`config.mk`:
```
export PLATFORM = sky130hd
export DESIGN_NAME = ps2_kbd_rx
export DESIGN_NICKNAME = d
export VERILOG_FILES = /design/src/rtl/ps2_kbd_rx.sv
export SDC_FILE = /design/constraint.sdc
export NUM_CORES = 1
export LEC_CHECK = 0
export CAP_MARGIN = 10
export CORE_MARGIN = 3
export CORE_UTILIZATION = 56
export CTS_CLUSTER_DIAMETER = 50
export DETAILED_ROUTE_END_ITERATION = 16
export MAX_ROUTING_LAYER = met4
export PLACE_DENSITY = 0.82
export SLEW_MARGIN = 20
export SYNTH_ARGS = -nofsm -noshare
export SYNTH_HDL_FRONTEND = slang
export SYNTH_SLANG_ARGS = --single-unit
```
`constraint.sdc`:
```
create_clock -name clk_100mhz -period 2.4 [get_ports clk_100mhz]
set_input_delay 0.6 -clock clk_100mhz [delete_from_list [all_inputs] [get_ports clk_100mhz]]
set_output_delay 0.6 -clock clk_100mhz [all_outputs]
set_load 0.02 [all_outputs]
```
`src/rtl/ps2_kbd_rx.sv`:
```
// PS/2 keyboard receiver: synchronizes and deglitches the raw pins, deframes
// 11-bit device-to-host frames and keeps the last four good scancodes.
module ps2_kbd_rx #(
  parameter int unsigned FILTER_CYCLES  = 8,
  parameter int unsigned TIMEOUT_CYCLES = 200000
) (
  input  logic        clk_100mhz,
  input  logic        nrst,
  input  logic        kbd_clk,
  input  logic        kbd_data,
  output logic [31:0] keycodes,
  output logic        code_valid,
  output logic        frame_err
);

  localparam int unsigned TmoW = $clog2(TIMEOUT_CYCLES + 1);
  localparam logic [7:0]      FiltLast = 8'(FILTER_CYCLES - 1);
  localparam logic [TmoW-1:0] TmoLast  = TmoW'(TIMEOUT_CYCLES - 1);

  typedef enum logic [1:0] {StIdle, StData, StParity, StStop} state_e;

  state_e state_q, state_d;

  logic            clk_meta_q, clk_sync_q, data_meta_q, data_sync_q;
  logic [7:0]      filt_cnt_q, filt_cnt_d;
  logic            filt_clk_q, filt_clk_d;
  logic            fall_q;
  logic [2:0]      bit_cnt_q, bit_cnt_d;
  logic [7:0]      shift_q, shift_d;
  logic            par_q, par_d;
  logic [TmoW-1:0] tmo_q, tmo_d;
  logic            tmo_expired;
  logic [31:0]     keycodes_q, keycodes_d;
  logic            code_valid_q, code_valid_d;
  logic            frame_err_q, frame_err_d;

  // Two-flop synchronizers; idle bus level is high.
  always_ff @(posedge clk_100mhz or negedge nrst) begin
    if (!nrst) begin
      clk_meta_q  <= 1'b1;
      clk_sync_q  <= 1'b1;
      data_meta_q <= 1'b1;
      data_sync_q <= 1'b1;
    end else begin
      clk_meta_q  <= kbd_clk;
      clk_sync_q  <= clk_meta_q;
      data_meta_q <= kbd_data;
      data_sync_q <= data_meta_q;
    end
  end

  // Clock filter: the synced level must differ for FILTER_CYCLES in a row.
  always_comb begin
    filt_cnt_d = '0;
    filt_clk_d = filt_clk_q;
    if (clk_sync_q != filt_clk_q) begin
      if (filt_cnt_q == FiltLast) begin
        filt_clk_d = clk_sync_q;
      end else begin
        filt_cnt_d = filt_cnt_q + 8'd1;
      end
    end
  end

  // Filter state and registered falling-edge strobe.
  always_ff @(posedge clk_100mhz or negedge nrst) begin
    if (!nrst) begin
      filt_cnt_q <= '0;
      filt_clk_q <= 1'b1;
      fall_q     <= 1'b0;
    end else begin
      filt_cnt_q <= filt_cnt_d;
      filt_clk_q <= filt_clk_d;
      fall_q     <= filt_clk_q & ~filt_clk_d;
    end
  end

  assign tmo_expired = (tmo_q == TmoLast);

  // FSM state register.
  always_ff @(posedge clk_100mhz or negedge nrst) begin
    if (!nrst) begin
      state_q <= StIdle;
    end else begin
      state_q <= state_d;
    end
  end

  // Next-state logic; a falling edge takes priority over timeout expiry.
  always_comb begin
    state_d   = state_q;
    bit_cnt_d = bit_cnt_q;
    shift_d   = shift_q;
    par_d     = par_q;
    tmo_d     = (fall_q || state_q == StIdle) ? '0 : tmo_q + 1'b1;
    unique case (state_q)
      StIdle: begin
        if (fall_q && !data_sync_q) begin
          state_d   = StData;
          bit_cnt_d = 3'd0;
        end
      end
      StData: begin
        if (fall_q) begin
          shift_d   = {data_sync_q, shift_q[7:1]};
          bit_cnt_d = bit_cnt_q + 3'd1;
          if (bit_cnt_q == 3'd7) state_d = StParity;
        end else if (tmo_expired) begin
          state_d = StIdle;
          tmo_d   = '0;
        end
      end
      StParity: begin
        if (fall_q) begin
          par_d   = data_sync_q;
          state_d = StStop;
        end else if (tmo_expired) begin
          state_d = StIdle;
          tmo_d   = '0;
        end
      end
      StStop: begin
        if (fall_q) begin
          state_d = StIdle;
        end else if (tmo_expired) begin
          state_d = StIdle;
          tmo_d   = '0;
        end
      end
      default: state_d = StIdle;
    endcase
  end

  // Output logic: frame verdict on the stop edge, or abort on timeout.
  always_comb begin
    code_valid_d = 1'b0;
    frame_err_d  = 1'b0;
    keycodes_d   = keycodes_q;
    if (state_q == StStop && fall_q) begin
      if (data_sync_q && (^shift_q ^ par_q)) begin
        code_valid_d = 1'b1;
        keycodes_d   = {keycodes_q[23:0], shift_q};
      end else begin
        frame_err_d = 1'b1;
      end
    end else if (state_q != StIdle && !fall_q && tmo_expired) begin
      frame_err_d = 1'b1;
    end
  end

  // Datapath and registered outputs.
  always_ff @(posedge clk_100mhz or negedge nrst) begin
    if (!nrst) begin
      bit_cnt_q    <= '0;
      shift_q      <= '0;
      par_q        <= 1'b0;
      tmo_q        <= '0;
      keycodes_q   <= '0;
      code_valid_q <= 1'b0;
      frame_err_q  <= 1'b0;
    end else begin
      bit_cnt_q    <= bit_cnt_d;
      shift_q      <= shift_d;
      par_q        <= par_d;
      tmo_q        <= tmo_d;
      keycodes_q   <= keycodes_d;
      code_valid_q <= code_valid_d;
      frame_err_q  <= frame_err_d;
    end
  end

  assign keycodes   = keycodes_q;
  assign code_valid = code_valid_q;
  assign frame_err  = frame_err_q;

endmodule

```
Yosys cells after proc, flatten, opt, wreduce, memory -nomap -nowiden
Index checks and enable logic that the tools add are counted.

storage, ports and cells
  input port bits = 4
  register bits after elaboration = 80

cells by class
  reduce and logical (&&, ||, !) cells = 18
  equal/unequal tests = 10
  add/subtract/negate cells = 3
  bitwise operators = 3
  mux-type cells = 23

operator list
  kind                   number
  $mux 18                4
  $add 18x1->18 const B  1
  $eq 18x18->1 const B   1
  $mux 8                 2
  $mux 2                 6
  $add 8x1->8 const B    1
  $eq 8x3->1 const B     1
  $pmux 2 s4             1
  $reduce_and 2->1       4
  $reduce_xor 8->1       1
  $mux 1                 7
  $mux 3                 2
  $pmux 3 s2             1
  $logic_and 1x1->1      5
  $eq 2x2->1 const B     2
  $reduce_bool 2->1      2
  $add 3x1->3 const B    1
  $eq 3x3->1 const B     1
  $ne 3x3->1 const B     1
  $reduce_and 3->1       1
  $reduce_or 3->1        1
  $eq 2x1->1 const B     1
  $logic_not 1->1        2
  $logic_not 2->1        1
  other kinds (7)        7

Longest topological paths before layout
Gate-level depths: netlist (run 1).

  depth in word-level cells = 6
  gate-level depth with buffers = 6
  gate-level depth less buffers = 5

Least setup slack after synthesis (run 1)
No wires, ideal clock.

  path type = register -> register
  start = reg shift_q[2]
  end = reg keycodes_q[10] (netlist: keycodes[10])
  arrival time = 1.807 ns
  path slack = 0.468 ns
  period minus slack after synthesis = 1.932 ns
  stages on the path, launching flop included = 6
  setup time = 0.125 ns
  cells stage by stage = dfrtp_1 > xor2_1 > xnor3_2 > mux2i_4 > buf_6 > mux2_2

on the way
  cells in the longest elaborated chain, start to end = 4

RTL lines
  item                        line  source
  from (decl)                 29    logic [7:0] shift_q, shift_d;
  from (signal assigned)      163   shift_q <= shift_d;
  $reduce_xor 8->1            140   if (data_sync_q && (^shift_q ^ par_q)) begin
  $xor 1x1->1                 140
  $logic_and 1x1->1           140
  $reduce_and 2->1 (no line)  n/a
  to (signal assigned)        166   keycodes_q <= keycodes_d;
  to (decl)                   33    logic [31:0] keycodes_q, keycodes_d;

Every way passes these cells.
A chain may end at the register's enable or synchronous reset.

Final worst setup path (run 1)
  start = reg shift_q[5]
  end = reg keycodes_q[11] (netlist: keycodes[11])

The elaborated chain is that of the path after synthesis.

==> impl_results.md, run 1 <==
* Pre-Repair DR Iteration Count at 4
* Critical Path Start Type: flip-flop
* FILL cells at 403
* Critical path, cell by cell: xor2_1 -> xnor3_2 -> mux2i_4 -> buf_12 -> mux2_2
* Largest cells by area after synthesis: dfrtp_1 (54%), mux2_2 (10%), dfstp_2 (3.8%), nand2_1 (3.7%), xor2_1 (3.5%)
* Adder-cell share of the synthesized area at 1.45%
* Simple-Gate Fraction of Synth Area at 13.8%
* Primary FF master, synth: dfrtp_1
* First-pass GRT wire length at 9.92 mm
* Yosys top cell area share at 54.3%
* Avg Synthesized Cell Area at 12.1 um^2
* IO Port Bufs at 37
* Via density at 5.43
* Drt drc at 0
* Initial antenna violation count at 0
* Post-synthesis xor/xnor area fraction at 7.35%
* Core region area at 5740 um^2
* Largest family of logic cells by synthesized area: simple AND/OR/NAND/NOR gates
* Post-DP HPWL at 3.70 mm
* Mux cell area share after synthesis at 11.7%
* Num CTS Buffers at 9
* I/O pin cnt at 38
* Yosys cell types at 42
* Post-Syn Area at 3450 um^2
* Min-Delay Path Class: primary input to async pin
* Clk pin slew, worst setup/hold paths at 0.09 ns
* Crit-path max FO at 33
* Ys Warns at 0
* Number of gates resized after cts at 0
* Share of layout cells above drive strength 1 at 17.9%
* Pwr per Cell Area at 632 nW/um^2
* Area growth, synth to finish at 18.8%
* CTS root buf: clkbuf_8
* Hold Vio Cnt, Final at 0
* Minimum clock period at 2.00 ns
* Worst VDD drop at 0.000350 V
* Max-Cap Viols at 0
* #FFs+latches synth at 80
* Starting Density at 60.2%
* Layout net count at 333
* Post-CTS setup buffers at 0
* Total GRT Usage at 17.6%
* Die X at 84.5 um
* DP Cell Count at 386
* Worst slew pin tran at 0.648 ns
* Top cells by count, synth: dfrtp_1 (75), nand2_1 (34), mux2_2 (31)
* Rel. slew slack at 56.6%
* Routed WL at 5.39 mm
* Slew Viols, Final at 0
* Final RePlAce weighted congestion at 0.763
* Worst stage delay on the critical path at 0.44 ns
* Synth Net Count at 293
* Cells after synthesis at 285
* # H-tree levels at 3
* Compound-cell area share of the yosys netlist at 4.49%
* Total grt overflow at 0
* Status: complete, no violations
* Vias in the first global route at 2166
* Number of diodes at 0
* Site Rows at 27
* Final worst-path cycle share at 83.5%
* Average wire per standard cell at 13.4 um
* Seq/Total Area, Yosys at 58.1%
* Die H at 84.5 um
* Clk sinks at 80
* Largest net degree at the start of global routing at 44
* DR vias at 2178
* Skew-Pair Late Insertion Delay at 0.35 ns
* Cts-stage hold buffer count at 0
* Die area at 7150 um^2
* F_max at 499 MHz
* Area leader, netlist: dfrtp_1
* Finish-stage setup viols at 0
* Most instantiated library cell after synthesis: dfrtp_1
* TNS Setup at 0 ns
* LEAKAGE at 1.92 nW
* Unrepaired setup endpoints after global routing: no
* CTS tree: yes
* Layout Skew at 0.0113 ns
* Post-route insts no fill at 401
* DRT iter0 DRCs at 90
* Post-synth ARST share at 100%
* CP endpoint kind: flip-flop
* Critical path data arrival time at 2.23 ns
* CP Class: flip-flop to flip-flop
* Critical path's slowest cell: xnor3_2
* DRT antenna net count at 0
* Clock Tree Buf Depth at 2
* Post-synth EDFFs at 0
* WP data required at 2.63 ns
## worst paths after layout
| check | start | to | slack [ns] | cells past startpoint |
|---|---|---|---|---|
| worst max-delay path | shift_q[5] | keycodes[11] | 0.40 | 5 |
| worst min-delay path | nrst | keycodes[14] | 0.20 | 1 |
| worst max register to register | shift_q[5] | keycodes[11] | 0.40 | 5 |
| worst min register to register | clk_meta_q | clk_sync_q | 0.36 | 0 |
| max in group asynchronous | nrst | keycodes[10] | 1.61 | 2 |
| min in group clk_100mhz | clk_meta_q | clk_sync_q | 0.36 | 0 |
## where the power goes
group	internal, mW	total, mW	leakage, nW	switching (mW)
Sequential	1.39	1.41	1.10	0.0256
Combinational	0.0443	0.114	0.715	0.0698
Clock	0.587	1.07	0.106	0.479
## registers in the layout, indices dropped and copies added (netlist names), 2 cells and up
name,cells
shift_q,8
tmo_q,18
keycodes,32
state_q,2
bit_cnt_q,3
filt_cnt_q,8
## critical path, delay by kind of cell, from the launching register on
kind | cells | cell delay [ns]
multiplexers | 2 | 0.62
XOR/XNOR | 2 | 0.60
flip-flops | 1 | 0.43
buffers and inverters | 1 | 0.22
## stage by stage
step | util (%) | worst slack (ns) | hold WS [ns] | power, mW | cell area (um^2)
after detailed placement | 67.6 | 0.393 | 0.347 | 1.56 | 3880
after CTS | 71.4 | 0.384 | 0.219 | 2.62 | 4100
final | 71.4 | 0.396 | 0.203 | 2.59 | 4100
after global placement | 67.6 | 0.431 | 0.346 | 1.55 | 3880
after global routing | 71.4 | 0.311 | 0.229 | 2.71 | 4100
after floorplan | - | 0.468 | 0.304 | 1.50 | 3450
## layout make-up
cell class	instances	area [um^2]	share of cell area, %
clock buffer	9	124	3.02
inverter	8	30.0	0.732
clock inverter	6	93.8	2.29
sequential	80	2010	48.9
tap	72	90.1	2.20
timing repair buffer	40	415	10.1
multi-input combinational	186	1340	32.7
## metal layers
metal  up-vias  routed length [um]  global-route usage (%)  share of wire [%]
li1       1060                   -                       -                  -
met1      1056                2640                    24.0                 49
met2        52                2390                    26.4                 44
met3        10                 260                    3.24                4.8
met4         0                 105                    6.91                1.9
met5         -                   0                       -                  0
## cells by family after synthesis
kind of cell             Yosys count
multiplexers                      35
buffers and inverters             19
XOR/XNOR                          24
AND/OR/NAND/NOR                   99
AO/OA/AOI/OAI                     24
flip-flops                        80
adder cells (fa/ha/maj)            4
## cell usage in the layout (no fill, tap or decap), drive strengths merged, types with 2 or more instances in the layout
cell / instances
dfstp: 5
clkinv: 2
or3: 4
buf: 4
o211ai: 2
nor2: 24
bufinv: 2
and2: 2
clkdlybuf4s50: 36
ha: 4
dfrtp: 75
and3: 3
mux2: 33
or4: 3
xnor3: 2
xor2: 14
a21oi: 6
mux2i: 2
a22o: 2
inv: 9
nand2: 34
nand3: 11
nand4: 8
xnor2: 7
and4: 2
o21ai: 9
clkbuf: 9
(Power assumes the default switching activity.)
==> run 2: changes to the inputs <==
Settings changed: CORE_UTILIZATION 56 to 50, PLACE_DENSITY 0.82 to 0.78.
Clock period 2.4 ns to 1.7 ns, I/O delays scaled along.
==> run 2 against run 1 <==
  * Final cell count increased by 7.5%
  * Routed wire length is 8.4% higher
  * Clock-buffer cell count stayed put
  * Power increased by 28%
  * Non-clock buffer count rose by 25
  * The run now ends with negative setup slack left
  * Clock skew about the same
  * Critical path depth stayed put
  * Critical endpoint is now keycodes[8]
  * Register-to-register slack got worse by 0.65 ns
  * Global-route usage is 0.83 points lower
  * Die area rose by 11%
  * Clock power is 7% higher
==> impl_results.md, run 2 (synthesis results as in run 1) <==
* DRT iter0 DRCs at 57 (was 90)
* Worst VDD drop at 0.000610 V (was 0.000350 V)
* Routed WL at 5.84 mm (was 5.39 mm)
* I/O pin cnt at 38 (unchanged)
* CP Class: flip-flop to flip-flop (unchanged)
* CTS root buf: clkbuf_8 (unchanged)
* Clk sinks at 80 (unchanged)
* WP data required at 1.92 ns (was 2.63 ns)
* Post-route insts no fill at 431 (was 401)
* Area growth, synth to finish at 23.7% (was 18.8%)
* Via density at 5.29 (was 5.43)
* Failing checks: negative setup slack
* Largest net degree at the start of global routing at 36 (was 44)
* Clock Tree Buf Depth at 2 (unchanged)
* Drt drc at 0 (unchanged)
* Crit-path max FO at 33 (unchanged)
* Share of layout cells above drive strength 1 at 26.0% (was 17.9%)
* Pre-Repair DR Iteration Count at 4 (unchanged)
* CP endpoint kind: flip-flop (unchanged)
* Final RePlAce weighted congestion at 0.800 (was 0.763)
* Most frequent cells in the layout: dfrtp_1 (74), nand2_1 (34), dlygate4sd2_1 (32), mux2_2 (31) (was dfrtp_1 (75), clkdlybuf4s50_1 (36), nand2_1 (34), mux2_2 (31), nor2_1 (24))
* Total grt overflow at 0 (unchanged)
* Unrepaired setup endpoints after global routing: yes (was no)
* Total GRT Usage at 16.8% (was 17.6%)
* Status: finished, violations left (was complete, no violations)
* Worst slew pin tran at 0.463 ns (was 0.648 ns)
* CTS tree: yes (unchanged)
* CP delay by family, top: XOR/XNOR gates (was multiplexers)
* Core region area at 6530 um^2 (was 5740 um^2)
* Die X at 89.1 um (was 84.5 um)
* Slew Viols, Final at 0 (unchanged)
* Num CTS Buffers at 9 (unchanged)
* Clk pin slew, worst setup/hold paths at 0.08 ns (was 0.09 ns)
* TNS Setup at -7.63 ns (was 0 ns)
* Die area at 7940 um^2 (was 7150 um^2)
* CP Buf/Inv Count at 1 (unchanged)
* Rel. slew slack at 69.1% (was 56.6%)
* Die H at 89.1 um (was 84.5 um)
* F_max at 513 MHz (was 499 MHz)
* Critical Path Start Type: flip-flop (unchanged)
* Skew-Pair Late Insertion Delay at 0.34 ns (was 0.35 ns)
* Final worst slack at -0.249 ns (was 0.396 ns)
* First-pass GRT wire length at 9.94 mm (was 9.92 mm)
* Commonest non-fill, non-tap cell in the layout: dfrtp_1 (unchanged)
* Finish-stage setup viols at 32 (was 0)
* Starting Density at 52.9% (was 60.2%)
* Critical path's slowest cell: xnor3_2 (unchanged)
* Pwr per Cell Area at 774 nW/um^2 (was 632 nW/um^2)
* Worst stage delay on the critical path at 0.48 ns (was 0.44 ns)
* Area of the multi-input gates at 1390 um^2 (was 1340 um^2)
* Min-Delay Path Class: primary input to async pin (unchanged)
* Minimum clock period at 1.95 ns (was 2.00 ns)
* DR vias at 2282 (was 2178)
* Final worst-path cycle share at 115% (was 83.5%)
* # H-tree levels at 3 (unchanged)
* Register Area at 2010 um^2 (about the same)
* Max-Cap Viols at 0 (unchanged)
* Site Rows at 29 (was 27)
* Initial antenna violation count at 0 (unchanged)
* Hold Vio Cnt, Final at 0 (unchanged)
* Number of diodes at 0 (unchanged)
* Post-DP HPWL at 4.12 mm (was 3.70 mm)
* Critical path, cell by cell: xnor2_1 -> xnor3_2 -> mux2i_4 -> buf_12 -> mux2_2 (was xor2_1 -> xnor3_2 -> mux2i_4 -> buf_12 -> mux2_2)
* DP Cell Count at 413 (was 386)
* DRT antenna net count at 0 (unchanged)
* IO Port Bufs at 37 (unchanged)
* Average wire per standard cell at 13.6 um (was 13.4 um)
* Layout net count at 358 (was 333)
* Vias in the first global route at 2191 (was 2166)
* FILL cells at 519 (was 403)
* LEAKAGE at 2.22 nW (was 1.92 nW)
* Critical path data arrival time at 2.17 ns (was 2.23 ns)
* Post-Route Utilization at 65.4% (was 71.4%)
* Largest register FFs at 32 (unchanged)
* Layout Skew at 0.0113 ns (about the same)
## run 2: worst paths after layout
path,start,depth (start not counted),end,slack [ns]
worst max-delay path,shift_q[4],5,keycodes[8],-0.25
worst min-delay path,nrst,1,keycodes[28],0.03
worst max register to register,shift_q[4],5,keycodes[8],-0.25
worst min register to register,data_meta_q,0,data_sync_q,0.36
max in group asynchronous,nrst,2,tmo_q[7],1.17
min in group clk_100mhz,data_meta_q,0,data_sync_q,0.36
## run 2: timing repair
action	in CTS	in global routing
cloned	0	0
gates resized for setup	33	12
hold buffers	0	0
setup buffers	0	3
pin swaps	0	2
setup endpoints to repair	65	63
hold endpoints to repair	0	0
## run 2: where the power goes
| group | switching [mW] | internal, mW | total [mW] |
|---|---|---|---|
| combinational | 0.101 | 0.0699 | 0.171 |
| clock | 0.633 | 0.513 | 1.15 |
| sequential | 0.0339 | 1.96 | 1.99 |
## run 2: metal layers
layer | global-route usage [%] | share of wire [%] | routed length (um) | vias to the layer above
li1 | - | - | - | 1113
met1 | 20.3 | 45 | 2640 | 1120
met2 | 27.2 | 49 | 2890 | 40
met3 | 3.41 | 3.9 | 229 | 9
met4 | 7.58 | 1.5 | 89 | 0
met5 | - | 0 | 0 | -
## run 2: metrics by stage
stage / setup slack [ns] / power [mW] / hold WS, ns / instance area, um^2
floorplan: -0.215 / 2.13 / 0.129 / 3470
CTS: -0.254 / 3.36 / 0.0338 / 4210
global route: -0.324 / 3.47 / 0.0424 / 4270
detailed placement: -0.297 / 2.20 / 0.347 / 4080
global placement: -0.209 / 2.20 / 0.346 / 4080
finish: -0.249 / 3.31 / 0.0256 / 4270
## run 2: area by class of cell
| type | count | share of cell area [%] |
|---|---|---|
| clock buffers | 9 | 2.90 |
| clock inverters | 6 | 0.878 |
| inverters | 8 | 0.703 |
| multi-input cells | 186 | 32.5 |
| flip-flops and latches | 80 | 47.0 |
| well taps | 77 | 2.25 |
| repair buffers | 65 | 13.8 |
## run 2: worst reg2reg max path, delay by kind of cell (launching register included)
kind,cells,cell delay [ns]
XOR/XNOR,2,0.64
flip-flops,1,0.40
buffers and inverters,1,0.23
multiplexers,2,0.57
==> run 3: changes to the inputs <==
Settings changed: CORE_UTILIZATION 50 to 56, DONT_BUFFER_PORTS set to 1, PLACE_DENSITY 0.78 to 0.77.
==> run 3 against run 2 <==
  * The flow finishes with violations (negative hold slack, negative setup slack)
  * Cell area shrank 6.6%
  * Critical path type unchanged
  * Clock skew fell by 0.00051 ns
  * Setup slack worse by 0.045 ns
  * Clock power rose by 13%
  * Global-route usage rose by 0.99 points
  * Utilization increased by 4.1 points
  * Non-clock buffer count down 33
  * Sequential power is essentially flat
  * Sequential share of layout area grew 3.3 points
  * Hold slack got worse by 0.26 ns
  * Routed wire length up 1.2%
  * Final cell count down 8.6%
==> impl_results.md, run 3 (synthesis results as in run 1) <==
* Clk pin slew, worst setup/hold paths at 0.09 ns (was 0.08 ns)
* Min-Delay Path Class: primary input to async pin (unchanged)
* Post-DP HPWL at 3.81 mm (was 4.12 mm)
* Skew-Pair Late Insertion Delay at 0.34 ns (about the same)
* Status: finished, violations left (unchanged)
* Vias in the first global route at 2161 (was 2191)
* Met1 wire length at 2.44 mm (was 2.64 mm)
* IO Port Bufs at 0 (was 37)
* Met2 wire len at 3.10 mm (was 2.89 mm)
* Total GRT Usage at 17.8% (was 16.8%)
* Via density at 5.53 (was 5.29)
* Die X at 84.5 um (was 89.1 um)
* Average wire per standard cell at 15.0 um (was 13.6 um)
* Total Power at 3.40 mW (was 3.31 mW)
* # H-tree levels at 3 (unchanged)
* Die H at 84.5 um (was 89.1 um)
* WP data required at 1.92 ns (about the same)
* First-pass GRT wire length at 9.83 mm (was 9.94 mm)
* CP endpoint kind: flip-flop (unchanged)
* Starting Density at 60.2% (was 52.9%)
* Layout Skew at 0.0108 ns (was 0.0113 ns)
* Slew Viols, Final at 0 (unchanged)
* Worst slew pin tran at 0.324 ns (was 0.463 ns)
* Routed WL at 5.91 mm (was 5.84 mm)
* Clock Tree Buf Depth at 2 (unchanged)
* DRT antenna net count at 0 (unchanged)
* Minimum clock period at 1.99 ns (was 1.95 ns)
* WHS at -0.237 ns (was 0.0256 ns)
* Share of layout cells above drive strength 1 at 28.6% (was 26.0%)
* Design area at 3990 um^2 (was 4270 um^2)
* Num CTS Buffers at 9 (unchanged)
* Critical Path Start Type: flip-flop (unchanged)
* Commonest non-fill, non-tap cell in the layout: dfrtp_1 (unchanged)
* Top Metal Used: met4 (unchanged)
* Die area at 7150 um^2 (was 7940 um^2)
* Initial antenna violation count at 0 (unchanged)
* CTS root buf: clkbuf_8 (unchanged)
* DP Cell Count at 370 (was 413)
* Final RePlAce weighted congestion at 0.797 (was 0.800)
* Worst VDD drop at 0.000682 V (was 0.000610 V)
* Clk sinks at 80 (unchanged)
* CTS tree: yes (unchanged)
* Area growth, synth to finish at 15.5% (was 23.7%)
* Total grt overflow at 0 (unchanged)
* Switching part of the total at 23.6% (was 23.2%)
* Hold Vio Cnt, Final at 80 (was 0)
* DRT iter0 DRCs at 50 (was 57)
* Routed wl met3 at 322 um (was 229 um)
* DR vias at 2179 (was 2282)
* Failing checks: negative hold slack, negative setup slack (was negative setup slack)
* Pwr per Cell Area at 853 nW/um^2 (was 774 nW/um^2)
* Post-route insts no fill at 394 (was 431)
* Final worst-path cycle share at 117% (was 115%)
* Pint at 2.60 mW (was 2.54 mW)
* Pre-Repair DR Iteration Count at 4 (unchanged)
* I/O pin cnt at 38 (unchanged)
* Comb power frac at 3.4% (was 5.2%)
* CP Class: flip-flop to flip-flop (unchanged)
* Crit-path max FO at 9 (was 33)
* Critical path data arrival time at 2.22 ns (was 2.17 ns)
* Largest register FFs at 32 (unchanged)
* Rel. slew slack at 78.2% (was 69.1%)
* Unrepaired setup endpoints after global routing: yes (unchanged)
* Site Rows at 27 (was 29)
* Drt drc at 0 (unchanged)
* Finish-stage setup viols at 32 (unchanged)
* Number of diodes at 0 (unchanged)
* Net switching power at 804 uW (was 767 uW)
* Core region area at 5740 um^2 (was 6530 um^2)
* Largest net degree at the start of global routing at 81 (was 36)
* Max-Cap Viols at 0 (unchanged)
* Clock power share at 38.1% (was 34.6%)
* F_max at 501 MHz (was 513 MHz)
* Flop pwr share at 58.5% (was 60.2%)
* LEAKAGE at 1.95 nW (was 2.22 nW)
* Most frequent cells in the layout: dfrtp_1 (75), nand2_1 (34), mux2_2 (31), buf_4 (28), nor2_1 (24) (was dfrtp_1 (74), nand2_1 (34), dlygate4sd2_1 (32), mux2_2 (31))
* Final worst slack at -0.294 ns (was -0.249 ns)
* Layout net count at 325 (was 358)
* Post-DP Area at 3690 um^2 (was 4080 um^2)
## run 3: cell types whose count changed in the layout (fill, tap and decap cells not counted), sizes merged
| cell | change |
|---|---|
| dlygate4sd2 | -32 |
| inv | +3 |
| buf | +2 |
| clkbuf | +2 |
| clkdlybuf4s50 | -2 |
| clkinv | -2 |
| dlymetal6s2s | -2 |
| clkinvlp | -1 |
## run 3: area by class of cell
type | count | area [um^2]
clock inverter | 6 | 50.0
multi-input combinational | 186 | 1370
clock buffer | 10 | 138
timing repair buffer | 32 | 303
tap | 72 | 90.1
fill | 422 | 1750
sequential | 80 | 2010
inverter | 8 | 30.0
## run 3: layer usage
metal  track usage, %  up-vias
met5                -        -
li1                 -     1057
met4             6.33        0
met3             5.40        4
met2             28.6       51
met1             21.2     1067
## run 3: power groups by stage
stage	Sequential, mW	Clock [mW]	Combinational (mW)
after floorplan	2.02	0	0.105
after global placement	2.03	0	0.116
after detailed placement	2.03	0	0.119
after CTS	1.99	1.34	0.119
after global routing	2.00	1.44	0.141
final	1.99	1.30	0.116
## run 3: repair_timing
item	in CTS	in global routing
endpoints found under the setup margin	32	59
gates resized for setup	1	5
cloned	1	1
buffers inserted	3	3
hold endpoints to repair	80	80
pin swaps	0	2
## run 3: worst max-delay path, cell delays in order, from the launching register on
cell and delay (ns):
dfrtp_1 0.40, xnor2_1 0.16, xnor3_2 0.48, mux2i_4 0.19
buf_4 0.16, buf_12 0.12, mux2_2 0.35
## run 3: stage by stage
stage	util, %	worst slack [ns]	setup TNS, ns
after CTS	68.3	-0.280	-8.56
final	69.5	-0.294	-8.92
after global placement	64.2	-0.205	-6.47
after global routing	69.5	-0.357	-10.81
after detailed placement	64.2	-0.256	-7.75
after floorplan	-	-0.215	-6.40
## run 3: path summary, 6_finish.rpt
check / startpoint / cells past startpoint / slack [ns] / endpoint
setup reg to reg: shift_q[4] / 6 / -0.29 / keycodes[19]
setup / recovery: shift_q[4] / 6 / -0.29 / keycodes[19]
hold reg to reg: clk_meta_q / 0 / 0.36 / clk_sync_q
min in group clk_100mhz: kbd_data / 0 / 0.07 / data_meta_q
hold / removal: nrst / 0 / -0.24 / keycodes[30]
max in group asynchronous: nrst / 0 / 1.74 / clk_sync_q
